### src/rtl/gpio_uart_expander_if.sv
// ---------------------------------------------------------------------------
// gpio_uart_expander_if
//   Pad bundle between the GPIO wrapper and the UART GPIO expander core.
//
//   io_in  [35:0] : pad input values (wrapper -> core)
//   io_out [35:0] : pad output values (core -> wrapper)
//   io_oeb [35:0] : pad output-enable, active-low, 1 = input/hi-Z (core -> wrapper)
//
//   master : wrapper / testbench side
//   slave  : expander core side
// ---------------------------------------------------------------------------
interface gpio_uart_expander_if;
    logic [35:0] io_in;
    logic [35:0] io_out;
    logic [35:0] io_oeb;

    modport master (output io_in, input io_out, input io_oeb);
    modport slave  (input io_in, output io_out, output io_oeb);
endinterface

### src/rtl/gpio_uart_expander.sv
// ---------------------------------------------------------------------------
// gpio_uart_expander
//   UART-controlled GPIO expander. A host sends one-byte commands on pad 0
//   (RX); the core drives, releases or reads back pads 35..2. Read responses
//   go out as UART frames on pad 1 (TX).
//
//   Command byte: [7:6] op, [5:0] pin index (valid 2..35)
//     00 drive low, 01 drive high, 10 release (output value kept),
//     11 read -> replies '0'/'1', or '?' for an invalid index.
//
//   Ports:
//     clk_i : core clock
//     rst_n : synchronous active-low reset
//     pads  : gpio_uart_expander_if.slave (io_in, io_out, io_oeb)
//
//   Parameter CLK_DIV : clock cycles per UART bit (>= 4).
//   Optional macro GPIO_EXP_ACK_EN : write commands reply '.' when accepted
//   and '?' when rejected; without it, writes produce no TX traffic.
// ---------------------------------------------------------------------------
module gpio_uart_expander #(
    parameter int CLK_DIV = 104
) (
    input  logic                clk_i,
    input  logic                rst_n,
    gpio_uart_expander_if.slave pads
);

    localparam int CW = $clog2(CLK_DIV) + 1;

    typedef enum logic [2:0] {RX_IDLE, RX_START, RX_DATA, RX_STOP, RX_BREAK} rx_state_t;
    typedef enum logic [1:0] {TX_IDLE, TX_START, TX_DATA, TX_STOP} tx_state_t;

    // Response for a decoded command: {load, byte}.
    function automatic logic [8:0] resp_fn(input logic [1:0] op, input logic idx_ok,
                                           input logic pin);
        logic [8:0] r;
        r = 9'h000;
        if (op == 2'b11) begin
            r = idx_ok ? {1'b1, 7'b0011000, pin} : {1'b1, 8'h3F};
        end else begin
`ifdef GPIO_EXP_ACK_EN
            r = idx_ok ? {1'b1, 8'h2E} : {1'b1, 8'h3F};
`else
            r = 9'h000;
`endif
        end
        return r;
    endfunction

    // ---- stage p0/p1: two-flop input synchronizer ----
    logic [35:0] sync_p0, sync_p1;
    logic        rx_line, rx_prev;

    always_ff @(posedge clk_i) begin
        sync_p0 <= pads.io_in;
        sync_p1 <= sync_p0;
    end

    assign rx_line = sync_p1[0];

    // rx_prev resets low so a line that is low after reset cannot fake a start edge.
    always_ff @(posedge clk_i) begin
        if (!rst_n) rx_prev <= 1'b0;
        else        rx_prev <= rx_line;
    end

    // ---- RX frame decoder ----
    rx_state_t       rx_state, rx_state_nxt;
    logic [CW-1:0]   rx_cnt, rx_cnt_nxt;
    logic [2:0]      rx_bit, rx_bit_nxt;
    logic [7:0]      rx_shift, rx_shift_nxt;
    logic            rx_vld;

    always_ff @(posedge clk_i) begin
        if (!rst_n) begin
            rx_state <= RX_IDLE;
            rx_cnt   <= '0;
            rx_bit   <= '0;
        end else begin
            rx_state <= rx_state_nxt;
            rx_cnt   <= rx_cnt_nxt;
            rx_bit   <= rx_bit_nxt;
        end
    end

    always_ff @(posedge clk_i) rx_shift <= rx_shift_nxt;

    always_comb begin
        rx_state_nxt = rx_state;
        rx_cnt_nxt   = rx_cnt;
        rx_bit_nxt   = rx_bit;
        rx_shift_nxt = rx_shift;
        rx_vld       = 1'b0;
        case (rx_state)
            RX_IDLE: begin
                if (rx_prev && !rx_line) begin
                    rx_state_nxt = RX_START;
                    rx_cnt_nxt   = CW'(CLK_DIV / 2);
                end
            end
            RX_START: begin
                if (rx_cnt != '0) begin
                    rx_cnt_nxt = rx_cnt - CW'(1);
                end else if (rx_line) begin
                    rx_state_nxt = RX_IDLE;           // start bit did not hold: glitch
                end else begin
                    rx_state_nxt = RX_DATA;
                    rx_cnt_nxt   = CW'(CLK_DIV - 1);
                    rx_bit_nxt   = '0;
                end
            end
            RX_DATA: begin
                if (rx_cnt != '0) begin
                    rx_cnt_nxt = rx_cnt - CW'(1);
                end else begin
                    rx_shift_nxt = {rx_line, rx_shift[7:1]};
                    rx_cnt_nxt   = CW'(CLK_DIV - 1);
                    if (rx_bit == 3'd7) rx_state_nxt = RX_STOP;
                    else                rx_bit_nxt   = rx_bit + 3'd1;
                end
            end
            RX_STOP: begin
                if (rx_cnt != '0) begin
                    rx_cnt_nxt = rx_cnt - CW'(1);
                end else if (rx_line) begin
                    rx_vld       = 1'b1;
                    rx_state_nxt = RX_IDLE;
                end else begin
                    rx_state_nxt = RX_BREAK;          // framing error: drop byte
                end
            end
            RX_BREAK: begin
                if (rx_line) rx_state_nxt = RX_IDLE;
            end
            default: rx_state_nxt = RX_IDLE;
        endcase
    end

    // ---- command execute: pin registers and response buffer load ----
    logic [1:0]  op;
    logic [5:0]  idx;
    logic        idx_ok;
    logic        pin_val;
    logic [8:0]  resp;
    logic        resp_load;
    logic [35:2] out_r, oeb_r;

    assign op        = rx_shift[7:6];
    assign idx       = rx_shift[5:0];
    assign idx_ok    = (idx >= 6'd2) && (idx <= 6'd35);
    assign pin_val   = idx_ok ? sync_p1[idx] : 1'b0;
    assign resp      = resp_fn(op, idx_ok, pin_val);
    assign resp_load = rx_vld && resp[8];

    always_ff @(posedge clk_i) begin
        if (!rst_n) begin
            out_r <= '0;
            oeb_r <= '1;
        end else if (rx_vld && idx_ok) begin
            case (op)
                2'b00: begin out_r[idx] <= 1'b0; oeb_r[idx] <= 1'b0; end
                2'b01: begin out_r[idx] <= 1'b1; oeb_r[idx] <= 1'b0; end
                2'b10: oeb_r[idx] <= 1'b1;
                default: ;
            endcase
        end
    end

    // ---- TX serializer ----
    tx_state_t     tx_state, tx_state_nxt;
    logic [CW-1:0] tx_cnt, tx_cnt_nxt;
    logic [2:0]    tx_bit, tx_bit_nxt;
    logic [7:0]    tx_shift, tx_shift_nxt;
    logic          tx_take;
    logic          buf_full;
    logic [7:0]    buf_data;
    logic          tx_line;

    always_ff @(posedge clk_i) begin
        if (!rst_n) begin
            tx_state <= TX_IDLE;
            tx_cnt   <= '0;
            tx_bit   <= '0;
            buf_full <= 1'b0;
        end else begin
            tx_state <= tx_state_nxt;
            tx_cnt   <= tx_cnt_nxt;
            tx_bit   <= tx_bit_nxt;
            // A load wins over the take, so a response arriving as the
            // previous one is consumed is kept rather than lost.
            buf_full <= resp_load ? 1'b1 : (tx_take ? 1'b0 : buf_full);
        end
    end

    always_ff @(posedge clk_i) begin
        tx_shift <= tx_shift_nxt;
        if (resp_load) buf_data <= resp[7:0];
    end

    always_comb begin
        tx_state_nxt = tx_state;
        tx_cnt_nxt   = tx_cnt;
        tx_bit_nxt   = tx_bit;
        tx_shift_nxt = tx_shift;
        tx_take      = 1'b0;
        case (tx_state)
            TX_IDLE: begin
                if (buf_full) begin
                    tx_state_nxt = TX_START;
                    tx_cnt_nxt   = CW'(CLK_DIV - 1);
                    tx_shift_nxt = buf_data;
                    tx_take      = 1'b1;
                end
            end
            TX_START: begin
                if (tx_cnt != '0) begin
                    tx_cnt_nxt = tx_cnt - CW'(1);
                end else begin
                    tx_state_nxt = TX_DATA;
                    tx_cnt_nxt   = CW'(CLK_DIV - 1);
                    tx_bit_nxt   = '0;
                end
            end
            TX_DATA: begin
                if (tx_cnt != '0) begin
                    tx_cnt_nxt = tx_cnt - CW'(1);
                end else begin
                    tx_cnt_nxt   = CW'(CLK_DIV - 1);
                    tx_shift_nxt = {1'b0, tx_shift[7:1]};
                    if (tx_bit == 3'd7) tx_state_nxt = TX_STOP;
                    else                tx_bit_nxt   = tx_bit + 3'd1;
                end
            end
            TX_STOP: begin
                if (tx_cnt != '0) tx_cnt_nxt   = tx_cnt - CW'(1);
                else              tx_state_nxt = TX_IDLE;
            end
            default: tx_state_nxt = TX_IDLE;
        endcase
    end

    always_comb begin
        tx_line = 1'b1;
        if (tx_state == TX_START)     tx_line = 1'b0;
        else if (tx_state == TX_DATA) tx_line = tx_shift[0];
    end

    // ---- pad outputs: pad 0 is a fixed input, pad 1 a fixed output ----
    assign pads.io_out = {out_r, tx_line, 1'b0};
    assign pads.io_oeb = {oeb_r, 2'b01};

endmodule

### src/flat_wrapper.sv
// flat-port wrapper written by rule: the top's interface ports become plain ports
module gpio_uart_expander_flat 
#(
    parameter int CLK_DIV = 104
)
  (clk_i, rst_n, pads_io_in, pads_io_out, pads_io_oeb);
  gpio_uart_expander_if pads_i ();
  input  logic clk_i;
  input  logic rst_n;
  input wire logic [$bits(pads_i.io_in)-1:0] pads_io_in;
  output wire logic [$bits(pads_i.io_out)-1:0] pads_io_out;
  output wire logic [$bits(pads_i.io_oeb)-1:0] pads_io_oeb;
  assign pads_i.io_in = pads_io_in;
  assign pads_io_out = pads_i.io_out;
  assign pads_io_oeb = pads_i.io_oeb;
  gpio_uart_expander #(.CLK_DIV(CLK_DIV)) u_core (.clk_i(clk_i), .rst_n(rst_n), .pads(pads_i));
endmodule
### config.mk
export PLATFORM = sky130hd
export DESIGN_NAME = gpio_uart_expander_flat
export DESIGN_NICKNAME = d
export VERILOG_FILES = /design/src/rtl/gpio_uart_expander_if.sv /design/src/rtl/gpio_uart_expander.sv /design/src/flat_wrapper.sv
export SDC_FILE = /design/constraint.sdc
export NUM_CORES = 1
export LEC_CHECK = 0
export BUFFER_PORTS_ARGS = -buffer_cell sky130_fd_sc_hd__buf_4
export CAP_MARGIN = 20
export CORE_MARGIN = 2
export CORE_UTILIZATION = 45
export CTS_CLUSTER_DIAMETER = 80
export CTS_CLUSTER_SIZE = 16
export DETAILED_ROUTE_END_ITERATION = 16
export PLACE_DENSITY = 0.68
export SETUP_SLACK_MARGIN = 0.02
export SLEW_MARGIN = 20
export SYNTH_ARGS = -nofsm -noshare
export SYNTH_HDL_FRONTEND = slang
export SYNTH_SLANG_ARGS = --single-unit
### constraint.sdc
create_clock -name clk_i -period 2.19 [get_ports clk_i]
set_clock_uncertainty 0.2 [all_clocks]
set_input_delay 0.1095 -clock clk_i [delete_from_list [all_inputs] [get_ports clk_i]]
set_output_delay 0.1095 -clock clk_i [all_outputs]
set_load 0.02 [all_outputs]
==> results.toml <==
[critical_path]
crit_type = "register to register"
cp_max_fo = 6
critPathLaunchType = "register"
cp.required_ps = 2350
end_kind = "register"
critical_path_arrival_ps = 2480

[floorplanning]
core_area_um2 = 14600
start_util_pct = 46.3
die-area_um2 = 16000
fp.dieH_um = 126
io_pins = 110
fp.dieW_um = 126
rows = 44

[cells_and_area]
post-route-util_pct = 66.7
fillers = 1053
area_delta_synth_final_pct = 44.1
antenna_cells = 0
multi_input_area_um2 = 3120
fin_nets = 900
regArea_um2 = 3860
drive_gt1_share_pct = 38.5

[synthesis]
ys_seq_area_share_pct = 57.1
ys_ff_latch = 184
synth_edf_count = 17
yosysTopAreaCell = "dfxtp_1"
syn_inst = 648
synth_area_leaders = "dfxtp_1, edfxtp_1, o211ai_1, o21ai_0, a21oi_1"
yosysWarnings = 0
yosysMostFrequentCell = "dfxtp_1"
ys_types = 62
netlist.area_leader.share_pct = 49.5
ys_async_sr_fraction_pct = 0
synth_ff_type = "dfxtp_1"
avgSynthCellArea_um2 = 10.4
synth_area_um2 = 6750
synth_common_cells = "dfxtp_1, o21ai_0, o211ai_1, a21oi_1"

[timing]
min_period_ps = 2320
relSlewSlack_pct = 54.1
finalCritPeriodShare_pct = 106
drv_slew = 0
worst_slew_pin_slew_ps = 688
layout_setup_ws_ps = -134
max_freq_ghz = 0.430
rsz0062_at_grt = "true"
setup-violations-final = 52
hold_violations = 0

[route]
viasPerCell = 5.62
wl_per_cell_um = 17.3
finalWirelength_um = 18100
vias = 5885
ant_nets = 0
drcViolationCount = 0
initialDrtViolationCount = 325
dr.pass1.iters = 5

[global_route]
met3_usage_pct = 5.57
busiest_layer = "met2"
globalRouteMet1Util_pct = 25.3
grt_pass1_vias = 5861
antenna_found_initial = 0
grt_overflow = 0
track_usage_pct = 22.3
globalRouteMet2Util_pct = 39.8
grt_max_degree = 38
grt_pass1_wl_um = 28600

[clock_network]
root_buffer = "clkbuf_16"
clock_latency_ps = 430
cts_tree = "built"
cts_buffer_depth = 2
cts_buffers = 17
cts_max_level = 4
path_clk_slew_ps = 70
cts_sinks = 184

[placement]
io_buffers = 105
place_congestion = 0.795
post-dp-hpwl_um = 12000
place_ws_ps = -163

[power_and_ir_drop]
ir_drop_mv = 0.711
powerDensity_nw_per_um2 = 895
total_power_mw = 8.71
leakagePower_nw = 3.84

[run]
cap_violations = 0

[worst_hold_path]
hold_path_class = "input port to register"

[status]
status = "finished with violations"
violations = "setup timing"
[layout make-up]
class,instances,share of cell area (%)
Clock buffer,17,4.37
Clock inverter,15,1.84
Inverter,14,0.540
Multi-Input combinational cell,409,32.1
Sequential cell,184,39.7
Tap cell,184,2.37
Timing Repair Buffer,225,19.2
[worst max-delay path, stage by stage (launching register included)]
cell,delay [ps]
dfxtp_2,330
inv_2,70
ha_4,120
or4b_4,540
or4_1,550
a211o_1,310
a21oi_1,140
[report_power, final]
| group | total, mW | internal (mW) | leakage, nW | switching [mW] |
|---|---|---|---|---|
| Sequential | 3.72 | 3.59 | 1.53 | 0.125 |
| Clock | 3.04 | 1.55 | 0.293 | 1.49 |
| Combinational | 1.96 | 0.997 | 2.01 | 0.959 |
| Total | 8.71 | 6.14 | 3.84 | 2.57 |
[stage by stage]
| step | area [µm²] | cells | hold WS, ps | setup TNS [ps] |
|---|---|---|---|---|
| after floorplan | 6810 | 649 | -62.8 | -2320 |
| after global placement | 8210 | 969 | 13.8 | -1620 |
| after detailed placement | 8210 | 969 | 14.9 | -4890 |
| after CTS | 9280 | 1040 | 98.3 | -3690 |
| after global routing | 9730 | 1048 | 95.0 | -7580 |
| final | 9730 | 1048 | 113 | -3330 |
[routing by layer]
metal / vias up / wire [µm]
met5: - / 0
met4: 0 / 487
met3: 33 / 753
met2: 179 / 9430
met1: 2848 / 7420
li1: 2825 / -
[cells in the final DEF, fill, tap and decap left out, drive strengths merged, types with 6 or more instances in the layout]
cell	instances
nor3	18
clkbuf	17
nand2	37
edfxtp	17
nand4	12
mux2i	11
o31ai	16
o211ai	48
nand3	16
mux4	6
ha	11
inv	20
clkinv	8
and2	7
dfxtp	167
a22oi	6
o21ai	65
nor2	33
a31oi	7
buf	189
a21oi	38
dlygate4sd3	36
nor3b	7
or3	9
[repair_timing]
item,4_1_cts,5_1_grt
hold endpoints to repair,51,0
cloned,0,1
setup endpoints to repair,76,92
pin swaps,9,29
gates resized for setup,39,110
hold buffers,36,0
buffers inserted,3,8
[path summary, 6_finish.rpt]
check                                                endpoint                          start  slack, ps  cells past startpoint
worst min-delay path               u_core.sync_p0[21]$_DFF_P_                 pads_io_in[21]        110                      2
worst min register to register      u_core.sync_p1[0]$_DFF_P_      u_core.sync_p0[0]$_DFF_P_        130                      0
worst max register to register  u_core.rx_cnt[1]$_SDFFE_PN0P_  u_core.rx_cnt[0]$_SDFFE_PN0P_       -130                      6
worst max-delay path            u_core.rx_cnt[1]$_SDFFE_PN0P_  u_core.rx_cnt[0]$_SDFFE_PN0P_       -130                      6
[kinds of logic (layout without fill, tap and decap cells)]
| logic type | count (synthesis) | count (layout) | synth area share [%] |
|---|---|---|---|
| other | 2 | 3 | 0.111 |
| buffers and inverters | 56 | 271 | 3.47 |
| AND/OR/NAND/NOR | 170 | 170 | 14.0 |
| flip-flops | 184 | 184 | 57.1 |
| multiplexers | 20 | 20 | 4.13 |
| adder cells (fa/ha/maj) | 12 | 12 | 2.19 |
| AO/OA/AOI/OAI | 201 | 201 | 18.6 |
| XOR/XNOR | 3 | 3 | 0.389 |
Note: power is estimated with default switching activity, not from simulation.
